### config.mk
export PLATFORM = sky130hd
export DESIGN_NAME = spi_master_cfg
export DESIGN_NICKNAME = d
export VERILOG_FILES = /design/src/rtl/spi_master_cfg.sv
export SDC_FILE = /design/constraint.sdc
export NUM_CORES = 1
export LEC_CHECK = 0
export BUFFER_PORTS_ARGS = -buffer_cell sky130_fd_sc_hd__buf_4
export CORE_MARGIN = 1
export CORE_UTILIZATION = 56
export DETAILED_ROUTE_END_ITERATION = 10
export GPL_TIMING_DRIVEN = 0
export PLACE_DENSITY_LB_ADDON = 0.1
export SYNTH_ARGS = -nofsm -noshare
export SYNTH_HDL_FRONTEND = slang
export SYNTH_SLANG_ARGS = --single-unit
### constraint.sdc
create_clock -name clk -period 2.81 [get_ports clk]
set_input_delay 0.843 -clock clk [delete_from_list [all_inputs] [get_ports clk]]
set_output_delay 0.843 -clock clk [all_outputs]
set_load 0.02 [all_outputs]
### src/rtl/spi_master_cfg.sv
// Full-duplex SPI master with configurable width, SCLK divider, mode, bit order
// and chip selects; transfers are requested through a valid/ready handshake.
//  state | meaning
//  IDLE  | cs_n high, sclk at idle level, ready for a request
//  LEAD  | cs_n asserted, one half-period before the first sclk edge
//  XFER  | 2*DATA_W sclk half-periods, shifting mosi and sampling miso
//  TRAIL | sclk back at idle, cs_n held for one half-period
//  GAP   | cs_n released, rx word published, minimum deselect time
module spi_master_cfg #(
  parameter int DATA_W    = 12,
  parameter int CLK_DIV   = 10,
  parameter int NUM_CS    = 1,
  parameter bit CPOL      = 1'b0,
  parameter bit CPHA      = 1'b0,
  parameter bit MSB_FIRST = 1'b0,
  parameter int CS_GAP    = 2,
  localparam int CS_W     = (NUM_CS > 1) ? $clog2(NUM_CS) : 1
) (
  input  logic              clk,
  input  logic              rst,
  input  logic              tx_valid_i,
  output logic              tx_ready_o,
  input  logic [DATA_W-1:0] tx_data_i,
  input  logic [CS_W-1:0]   cs_sel_i,
  output logic              rx_valid_o,
  output logic [DATA_W-1:0] rx_data_o,
  output logic              busy_o,
  output logic              sclk_o,
  output logic              mosi_o,
  input  logic              miso_i,
  output logic [NUM_CS-1:0] cs_n_o
);

  localparam int DIV_W   = $clog2(CLK_DIV);
  localparam int HALF_W  = $clog2(2 * DATA_W);
  localparam int GAP_LEN = (CS_GAP < 1) ? 1 : CS_GAP;
  localparam int GAP_W   = $clog2(GAP_LEN + 1);

  localparam logic [DIV_W-1:0]  DIV_LOAD  = DIV_W'(CLK_DIV - 1);
  localparam logic [HALF_W-1:0] HALF_LOAD = HALF_W'(2 * DATA_W - 1);
  localparam logic [GAP_W-1:0]  GAP_LOAD  = GAP_W'(GAP_LEN - 1);

  typedef enum logic [2:0] {
    IDLE  = 3'd0,
    LEAD  = 3'd1,
    XFER  = 3'd2,
    TRAIL = 3'd3,
    GAP   = 3'd4
  } state_t;

  state_t              state_q, state_d;
  logic [DIV_W-1:0]    div_q, div_d;
  logic [HALF_W-1:0]   half_q, half_d;
  logic [GAP_W-1:0]    gap_q, gap_d;
  logic                sclk_q, sclk_d;
  logic                mosi_q, mosi_d;
  logic [NUM_CS-1:0]   cs_n_q, cs_n_d;
  logic [DATA_W-1:0]   tx_sh_q, tx_sh_d;
  logic [DATA_W-1:0]   rx_sh_q, rx_sh_d;
  logic [DATA_W-1:0]   rx_data_q, rx_data_d;
  logic                rx_valid_q, rx_valid_d;
  logic                tx_ready_q, tx_ready_d;

  logic                accept;
  logic                start;
  logic [CS_W-1:0]     sel_eff;
  logic [NUM_CS-1:0]   cs_onehot;

  function automatic logic head_bit(input logic [DATA_W-1:0] w);
    return MSB_FIRST ? w[DATA_W-1] : w[0];
  endfunction

  function automatic logic [DATA_W-1:0] shift_out(input logic [DATA_W-1:0] w);
    return MSB_FIRST ? (w << 1) : (w >> 1);
  endfunction

  // Received bits enter at the end opposite to where they finally belong.
  function automatic logic [DATA_W-1:0] rx_shift(input logic [DATA_W-1:0] w, input logic b);
    return MSB_FIRST ? ((w << 1) | DATA_W'(b)) : ((w >> 1) | (DATA_W'(b) << (DATA_W - 1)));
  endfunction

  always_comb begin
    sel_eff   = (int'(cs_sel_i) < NUM_CS) ? cs_sel_i : '0;
    cs_onehot = NUM_CS'(1) << sel_eff;
  end

  assign accept = tx_valid_i && tx_ready_q;

  always_comb begin
    state_d    = state_q;
    div_d      = div_q;
    half_d     = half_q;
    gap_d      = gap_q;
    sclk_d     = sclk_q;
    mosi_d     = mosi_q;
    cs_n_d     = cs_n_q;
    tx_sh_d    = tx_sh_q;
    rx_sh_d    = rx_sh_q;
    rx_data_d  = rx_data_q;
    rx_valid_d = 1'b0;
    start      = 1'b0;

    unique case (state_q)
      IDLE: start = accept;
      LEAD: begin
        if (div_q == '0) begin
          state_d = XFER;
          div_d   = DIV_LOAD;
          half_d  = HALF_LOAD;
        end else begin
          div_d = div_q - 1'b1;
        end
      end
      XFER: begin
        if (div_q == '0) begin
          div_d  = DIV_LOAD;
          sclk_d = ~sclk_q;
          // half_q counts down from an odd value, so odd half_q ends on a leading edge
          if (half_q[0] ^ CPHA) begin
            rx_sh_d = rx_shift(rx_sh_q, miso_i);
          end else if (half_q != '0) begin
            mosi_d  = head_bit(tx_sh_q);
            tx_sh_d = shift_out(tx_sh_q);
          end
          if (half_q == '0) state_d = TRAIL;
          else              half_d  = half_q - 1'b1;
        end else begin
          div_d = div_q - 1'b1;
        end
      end
      TRAIL: begin
        if (div_q == '0) begin
          state_d    = GAP;
          gap_d      = GAP_LOAD;
          cs_n_d     = '1;
          mosi_d     = 1'b0;
          rx_valid_d = 1'b1;
          rx_data_d  = rx_sh_q;
        end else begin
          div_d = div_q - 1'b1;
        end
      end
      GAP: begin
        if (gap_q == '0) begin
          if (accept) start   = 1'b1;
          else        state_d = IDLE;
        end else begin
          gap_d = gap_q - 1'b1;
        end
      end
      default: state_d = IDLE;
    endcase

    if (start) begin
      state_d = LEAD;
      div_d   = DIV_LOAD;
      cs_n_d  = ~cs_onehot;
      sclk_d  = CPOL;
      rx_sh_d = '0;
      if (!CPHA) begin
        mosi_d  = head_bit(tx_data_i);
        tx_sh_d = shift_out(tx_data_i);
      end else begin
        mosi_d  = 1'b0;
        tx_sh_d = tx_data_i;
      end
    end

    // Ready rises in the last GAP cycle so back-to-back requests see exactly CS_GAP deselect cycles.
    tx_ready_d = (state_d == IDLE) || ((state_d == GAP) && (gap_d == '0));
  end

  always_ff @(posedge clk) begin
    if (rst) begin
      state_q    <= IDLE;
      div_q      <= '0;
      half_q     <= '0;
      gap_q      <= '0;
      sclk_q     <= CPOL;
      mosi_q     <= 1'b0;
      cs_n_q     <= '1;
      tx_sh_q    <= '0;
      rx_sh_q    <= '0;
      rx_data_q  <= '0;
      rx_valid_q <= 1'b0;
      tx_ready_q <= 1'b0;
    end else begin
      state_q    <= state_d;
      div_q      <= div_d;
      half_q     <= half_d;
      gap_q      <= gap_d;
      sclk_q     <= sclk_d;
      mosi_q     <= mosi_d;
      cs_n_q     <= cs_n_d;
      tx_sh_q    <= tx_sh_d;
      rx_sh_q    <= rx_sh_d;
      rx_data_q  <= rx_data_d;
      rx_valid_q <= rx_valid_d;
      tx_ready_q <= tx_ready_d;
    end
  end

  assign tx_ready_o = tx_ready_q;
  assign rx_valid_o = rx_valid_q;
  assign rx_data_o  = rx_data_q;
  assign busy_o     = (state_q == LEAD) || (state_q == XFER) || (state_q == TRAIL);
  assign sclk_o     = sclk_q;
  assign mosi_o     = mosi_q;
  assign cs_n_o     = cs_n_q;

endmodule
# ---- Word-level counts from Yosys, hierarchy flattened
# Cells that the tools add are included.
dict set report totals {
  register_bits 54
  latch_bits 0
  mem_bits_rw 0
  rom_bits 0
  inputBits 17
  out_inout_bits 18
  elab_cells 107
  memories 0
}
dict set report op_classes {
  addsub 3
  n_mul 0
  n_div 0
  n_lt_le_gt_ge 1
  n_eq_ne 15
  shifts 1
  muxes 38
  n_bitwise 4
  n_reduce_logical 32
}
# cell n
set ops {}
lappend ops {{$mux W11} 5}
lappend ops {{$mux W3} 7}
lappend ops {{$mux W5} 3}
lappend ops {{$ne A3 B3 Y1 const B} 5}
lappend ops {{$pmux W3 S5} 1}
lappend ops {{$mux W1} 12}
lappend ops {{$mux W4} 3}
lappend ops {{$or A11 B12 Y12} 1}
lappend ops {{$reduce_bool A2 Y1} 6}
lappend ops {{$pmux W5 S2} 1}
lappend ops {{$reduce_and A2 Y1} 5}
lappend ops {{$ne A2 B2 Y1 const B} 4}
lappend ops {{$pmux W4 S2} 1}
lappend ops {{$reduce_and A4 Y1} 2}
lappend ops {{$eq A3 B2 Y1 const B} 2}
lappend ops {{$eq A3 B3 Y1 const B} 2}
lappend ops {{$logic_not A3 Y1} 2}
lappend ops {{$reduce_bool A3 Y1} 2}
lappend ops {{$reduce_or A2 Y1} 3}
lappend ops {{$logic_not A5 Y1} 1}
lappend ops {{$reduce_and A5 Y1} 1}
lappend ops {{$reduce_bool A5 Y1} 1}
lappend ops {{$sub A5 B1 Y5 const B} 1}
lappend ops {{$logic_not A2 Y1} 2}
lappend ops {{other kinds (14)} 21}

# ---- Longest topological paths before layout
# Gate-level depths: netlist (run 1).
dict set report depth {
  ltp_word 8
  ltp_mapped 8
  ltp_nobuf 6
}

# ---- Least setup slack after synthesis (run 1)
# Ideal clock, no wire load.
dict set report synth_timing {
  path_kind {register to register}
  start {register div_q[0]}
  end {register tx_sh_q[8]}
  t_arrival_ns 1.839
  required_ns 2.672
  slack_ns 0.833
  stages_incl_launch_ff 9
  n_path_buf 2
  period_less_slack_ns 1.977
  path_cell_list {dfxtp_1 -> inv_1 -> ha_1 -> or3b_1 -> clkbuf_1 -> nor4_4 -> buf_6 -> mux2i_1 -> a211oi_1}
}
dict set report synth_between {
  elab_chain_cells 3
}
# element line_no
set synth_rtl {}
lappend synth_rtl {{from (decl)} 52} ;# logic [DIV_W-1:0] div_q, div_d;
lappend synth_rtl {{from (signal assigned)} 189} ;# div_q <= div_d;
lappend synth_rtl {{$logic_not A4 Y1} 115} ;# if (div_q == '0) begin
lappend synth_rtl {{$reduce_bool A2 Y1 (no line)} --}
lappend synth_rtl {{$reduce_and A4 Y1 (no line)} --}
lappend synth_rtl {{to (signal assigned)} 195} ;# tx_sh_q <= tx_sh_d;
lappend synth_rtl {{to (decl)} 58} ;# logic [DATA_W-1:0] tx_sh_q, tx_sh_d;
# Every way passes these cells.
# A chain may end at the register's enable or synchronous reset.

# ---- Final worst setup path (run 1)
dict set report layout_timing {
  start {register div_q[0]}
  end {register rx_data_q[11] (netlist: rx_data_o[11])}
}
dict set report layout_between {
  elab_chain_cells 2
}
# element line_no
set layout_rtl {}
lappend layout_rtl {{$logic_not A4 Y1} 132} ;# if (div_q == '0) begin
lappend layout_rtl {{$reduce_and A2 Y1 (no line)} --}
lappend layout_rtl {{to (signal assigned)} 197} ;# rx_data_q <= rx_data_d;
lappend layout_rtl {{to (decl)} 60} ;# logic [DATA_W-1:0] rx_data_q, rx_data_d;
# Every way passes these cells.

==> reports/results.tsv, run 1 <==
metric	value	unit
Tightest Hold Check Type	reg -> reg	
Hold EP	rx_data_o[7]	
Tot GR Track Use	25.7	%
final slew viol count	0	
ys flop type	dfxtp_1	
Required @ worst endpoint	3.04	ns
worst vdd ir	356	uV
synthesized area per cell	8.67	um^2
# rows	22	
Reg-to-Reg End	rx_data_o[11]	
CTS Buf Count	5	
vias in the first global route	1903	
Clock Root Buffer	clkbuf_8	
layout cells sized above 1	16.3	%
Placed Instance Area	2610	um^2
Vias/cell	5.66	
r2r startpoint	div_q[0]	
core area	3800	um^2
Final ANT Viol Nets	0	
clk slew on worst S/H paths	0.09	ns
Port Buffers	33	
Distinct cells, synth	45	
clock sinks	54	
area of the mapped netlist	2310	um^2
die area	4380	um^2
largest net degree at the start of global routing	17	
Max-Cap Viols	0	
Synthesis Warnings	0	
Final Skew	0.0101	ns
flop2flop setup slack	0.29	ns
Placer Congestion	0.844	
num ports	35	
placed insts	347	
commonest non-fill, non-tap cells in the layout	dfxtp_1 (54), nand2_1 (41), buf_4 (34)	
Die X	66.2	um
Power per Cell Area	810	nW/um^2
htree depth	2	
clock buffer depth	2	
EDFF count, synth	0	
via count	2009	
Setup violations, final	0	
main combinational cell family by area after synthesis	simple AND/OR/NAND/NOR gates	
Fin. Hold Viols	0	
Worst Tran Pin Value	0.909	ns
Seq cells post-synth	54	
arrival time worst endpoint	2.75	ns
share of synthesized flip-flops with an asynchronous set or reset	0	%
Worst slew margin	39.3	%
commonest non-fill, non-tap cell in the layout	dfxtp_1	
multiplexer share of the synthesized area	4.34	%
post-synth top area share	46.9	%
post-synthesis xor/xnor area fraction	1.14	%
Initial DRT Pass Iterations	4	
Layout area overhead	17.5	%
sequential share of the synthesized area	46.9	%
Overflow after GRT	0	
Die Height	66.2	um
Simple-Gate Fraction of Synth Area	24.0	%
Tmin final	2.52	ns
final worst path period share	89.7	%
initial antenna violation count	0	
Hold Path Depth	2	
Non-Filler Instances	355	
Detailed Place HPWL	3530	um
Post-Layout Inst Area	2710	um^2
Fill cells	330	
Post-CTS Resized	0	
setup tns final	0	ns
CTS tree	yes	
first-pass GRT wire length	8640	um
area leader, netlist	dfxtp_1	
Final Net Count	326	
synthesized instance count	266	
Crit. End Element	flip-flop	
drt wl/cell	14.1	um
Leak Pwr	0.975	nW
cts hold-fix bufs	0	
# diodes	0	
DRT iter0 DRCs	95	
reg2reg path depth	8	
Post-CTS Setup Inserts	0	
Synth Area in Adders	1.63	%
Starting Density	60.7	%
DRC viols	0	
largest cells by area after synthesis	dfxtp_1 (47%), a21oi_1 (6.7%), nand2_1 (6.7%)	
WS Path Type	reg -> reg	
syn nets	286	
Overall Power	2.19	mW
Routed Wire Length	5010	um
outcome	finished clean	
Synth Area in Compound Gates	16.9	%
Peak Freq	397	MHz
final core utilization	71.3	%
unrepaired setup endpoints after global routing	false	
Setup crit start kind	flip-flop	
crit-path max FO	10	
clk_lat worst skew	0.30	ns
HP Start	rx_data_o[7]	
worst max-delay path, cell delays in order (launching register included):
cell,delay [ns]
dfxtp_1,0.36
inv_1,0.07
ha_1,0.22
nor3b_1,0.77
and3_1,0.27
clkbuf_1,0.28
buf_2,0.28
nand2_1,0.09
a21oi_1,0.12
worst max-delay path by stage:
stage	start	endpoint	slack, ns	cells past startpoint
final	div_q[0]	rx_data_o[11]	0.29	8
after global routing	div_q[0]	rx_data_o[2]	0.04	8
after CTS	div_q[0]	rx_data_o[3]	0.29	8
after detailed placement	div_q[0]	rx_data_o[11]	0.34	7
after global placement	div_q[0]	rx_data_o[10]	0.36	8
after floorplan	div_q[0]	tx_sh_q[8]	0.83	8
cells by family (layout without fill, tap and decap cells):
family                   after synthesis  after routing
multiplexers                          10             10
XOR/XNOR                               3              3
AO/OA/AOI/OAI                         62             62
flip-flops                            54             54
buffers and inverters                 27             68
AND/OR/NAND/NOR                      107            107
adder cells (fa/ha/maj)                3              3
state kept, by name, summed over array words and instances (netlist names):
| signal | count |
|---|---|
| rx_data_o | 12 |
| rx_sh_q | 12 |
| tx_sh_q | 11 |
| half_q | 5 |
| div_q | 4 |
| state_q | 3 |
| gap_q | 2 |
| cs_n_o | 1 |
| mosi_o | 1 |
| rx_valid_o | 1 |
| sclk_o | 1 |
| tx_ready_o | 1 |
synth_stat cells (all sizes together) (3+ instances only):
master,n
dfxtp,54
nand2b,4
nor2b,3
a221oi,3
nand2,41
clkbuf,13
inv,8
nand3,14
or3,5
buf,6
o21ai,3
nor3b,3
ha,3
nor3,3
mux2i,10
nor2,17
nand4,3
a211oi,17
a21oi,31
metrics by stage:
step | worst slack (ns) | hold WS [ns]
finish | 0.288 | 0.458
global route | 0.0427 | 0.478
CTS | 0.287 | 0.463
detailed placement | 0.337 | 0.450
global placement | 0.362 | 0.444
floorplan | 0.833 | 0.432
power breakdown:
part	switching [mW]	internal, mW	leakage, nW	total [mW]
Sequential	0.0912	0.873	0.438	0.965
Clock	0.250	0.204	0.0489	0.454
Combinational	0.467	0.309	0.488	0.776
Total	0.808	1.39	0.975	2.19
per-layer routing:
| metal | global-route usage (%) | vias to the layer above | part of all wire [%] |
|---|---|---|---|
| li1 | - | 1023 | - |
| met1 | 33.9 | 944 | 49 |
| met2 | 43.2 | 35 | 47 |
| met3 | 3.97 | 7 | 3.2 |
| met4 | 7.45 | 0 | 0.94 |
| met5 | 0 | - | 0 |
cell type report:
type / count / area, um^2 / share of cell area [%]
inverters: 8 / 30.0 / 1.11
multi-input cells: 185 / 1110 / 40.9
repair buffers: 33 / 248 / 9.15
plain buffers: 19 / 86.3 / 3.19
flip-flops and latches: 54 / 1080 / 39.9
clock buffers: 7 / 86.3 / 3.19
well taps: 48 / 60.1 / 2.22
clock inverters: 1 / 8.76 / 0.323
(Power assumes the default switching activity.)
==> inputs of run 2 (changes only) <==
--- a/config.mk
+++ b/config.mk
@@ -7,7 +7,7 @@
 export LEC_CHECK = 0
 export BUFFER_PORTS_ARGS = -buffer_cell sky130_fd_sc_hd__buf_4
 export CORE_MARGIN = 1
-export CORE_UTILIZATION = 56
+export CORE_UTILIZATION = 50
 export DETAILED_ROUTE_END_ITERATION = 10
 export GPL_TIMING_DRIVEN = 0
 export PLACE_DENSITY_LB_ADDON = 0.1
==> run 2 against run 1 <==
Wire length grew 1.7%. Global-route usage is 3.3 points lower. Setup slack lost 0.057 ns. Largest cell class unchanged. Critical path depth unchanged. Sequential power is essentially flat. Count of clock-buffer cells in the layout is 1 lower. Via count decreased by 1.2%. Die area grew 12%. Fmax is 2.2% lower. Register-to-register slack got worse by 0.06 ns. Combinational power hardly changed. Sequential share of layout area increased by 0.15 points. Largest power group unchanged.
==> reports/results.tsv, run 2 (synthesis results as in run 1) <==
metric	value	unit
initial antenna violation count	0	
crit-path cells	inv_1 > ha_1 > nor3b_1 > and3_1 > clkbuf_1 > buf_2 > nand2_1 > a21oi_1	
sw frac	37.3	%
via count	1985	
Layout area overhead	17.0	%
CTS tree	yes	
Fin. Hold Viols	0	
Detailed Place HPWL	3450	um
Worst Tran Pin Value	0.927	ns
Placed Instance Area	2620	um^2
Max-Cap Viols	0	
Crit. End Element	flip-flop	
Clk pwr share	19.4	%
clk slew on worst S/H paths	0.09	ns
largest net degree at the start of global routing	16	
num ports	35	
commonest non-fill, non-tap cells in the layout	dfxtp_1 (54), nand2_1 (41), buf_4 (34)	
cts hold-fix bufs	0	
slowest cell delay on critical path	0.78	ns
die area	4890	um^2
core area	4380	um^2
worst hold margin	0.459	ns
Final ANT Viol Nets	0	
outcome	finished clean	
Required @ worst endpoint	3.05	ns
final slew viol count	0	
Fill cells	385	
commonest non-fill, non-tap cell in the layout	dfxtp_1	
Peak Freq	388	MHz
Die X	69.9	um
# diodes	0	
unrepaired setup endpoints after global routing	false	
Tightest Hold Check Type	reg -> reg	
P_sw	0.805	mW
Final Skew	0.00488	ns
Placer Congestion	0.793	
Clock Root Buffer	clkbuf_8	
Starting Density	52.6	%
Post-CTS Setup Inserts	0	
Post-CTS Resized	0	
reg2reg path depth	8	
arrival time worst endpoint	2.82	ns
Overflow after GRT	0	
drt wl/cell	14.2	um
# rows	24	
DRT iter0 DRCs	135	
CP max stage cell	nor3b_1	
first-pass GRT wire length	8690	um
Overall Power	2.16	mW
Setup crit start kind	flip-flop	
Final Net Count	326	
Power per Cell Area	800	nW/um^2
placed insts	351	
Seq pwr share	44.6	%
Tot GR Track Use	22.4	%
clock buffer depth	2	
final worst path period share	91.8	%
Post-Layout Inst Area	2700	um^2
area occupied by multi-input gates	1110	um^2
Port Buffers	33	
CTS Buf Count	5	
FF+latch area	1080	um^2
Die Height	69.9	um
worst vdd ir	345	uV
crit-path max FO	10	
Int Power	1.35	mW
Worst slew margin	38.1	%
Hold Path Depth	2	
layout cells sized above 1	16.0	%
Non-Filler Instances	358	
Initial DRT Pass Iterations	4	
crit path launch	div_q[0]	
Comb pwr share	36.0	%
Vias/cell	5.54	
final core utilization	61.6	%
clk_lat worst skew	0.31	ns
DRC viols	0	
HP Start	rx_data_o[2]	
r2r startpoint	div_q[0]	
setup tns final	0	ns
Place WS	0.310	ns
slack of the critical path	0.232	ns
Tmin final	2.58	ns
vias in the first global route	1842	
htree depth	2	
Setup violations, final	0	
WS Path Type	reg -> reg	
Routed Wire Length	5090	um
clock sinks	54	
Leak Pwr	0.963	nW
## run 2: cell count changes in the layout (fill, tap and decap cells not counted), sizes merged
| cell | delta |
|---|---|
| inv | -1 |
| clkbuf | -1 |
| clkinvlp | +1 |
## run 2: worst paths after layout
check            endpoint  slack [ns]
max          rx_data_o[2]        0.23
min          rx_data_o[2]        0.46
max reg2reg  rx_data_o[2]        0.23
min reg2reg  rx_data_o[2]        0.46
## run 2: critical path, delay by kind of cell (launching register included)
| kind | cells | cell delay (ns) |
|---|---|---|
| simple gates | 3 | 1.14 |
| buf+inv | 3 | 0.70 |
| flops | 1 | 0.36 |
| fa+ha+maj | 1 | 0.21 |
| compound gates | 1 | 0.11 |
## run 2: routing by layer
| layer | GRT usage [%] | wire length, um | vias up |
|---|---|---|---|
| li1 | - | - | 1017 |
| met1 | 31.1 | 2410 | 918 |
| met2 | 34.0 | 2320 | 43 |
| met4 | 8.00 | 73 | 0 |
| met5 | 0 | 0 | - |
| met3 | 5.48 | 291 | 7 |
## run 2: power groups by stage
stage / Sequential (mW) / Clock (mW) / Combinational, mW
final: 0.962 / 0.419 / 0.778
after global routing: 0.979 / 0.460 / 0.859
after CTS: 0.962 / 0.425 / 0.773
after detailed placement: 0.978 / 0 / 0.767
after global placement: 0.978 / 0 / 0.764
after floorplan: 0.975 / 0 / 0.564
## run 2: cell type report
class                      count  area share (%)
multi-input combinational    185            41.1
timing repair buffer          33            9.18
inverter                       8            1.11
sequential                    54            40.1
clock buffer                   6            2.69
clock inverter                 1           0.278
tap                           52            2.41
buffer                        19            3.20
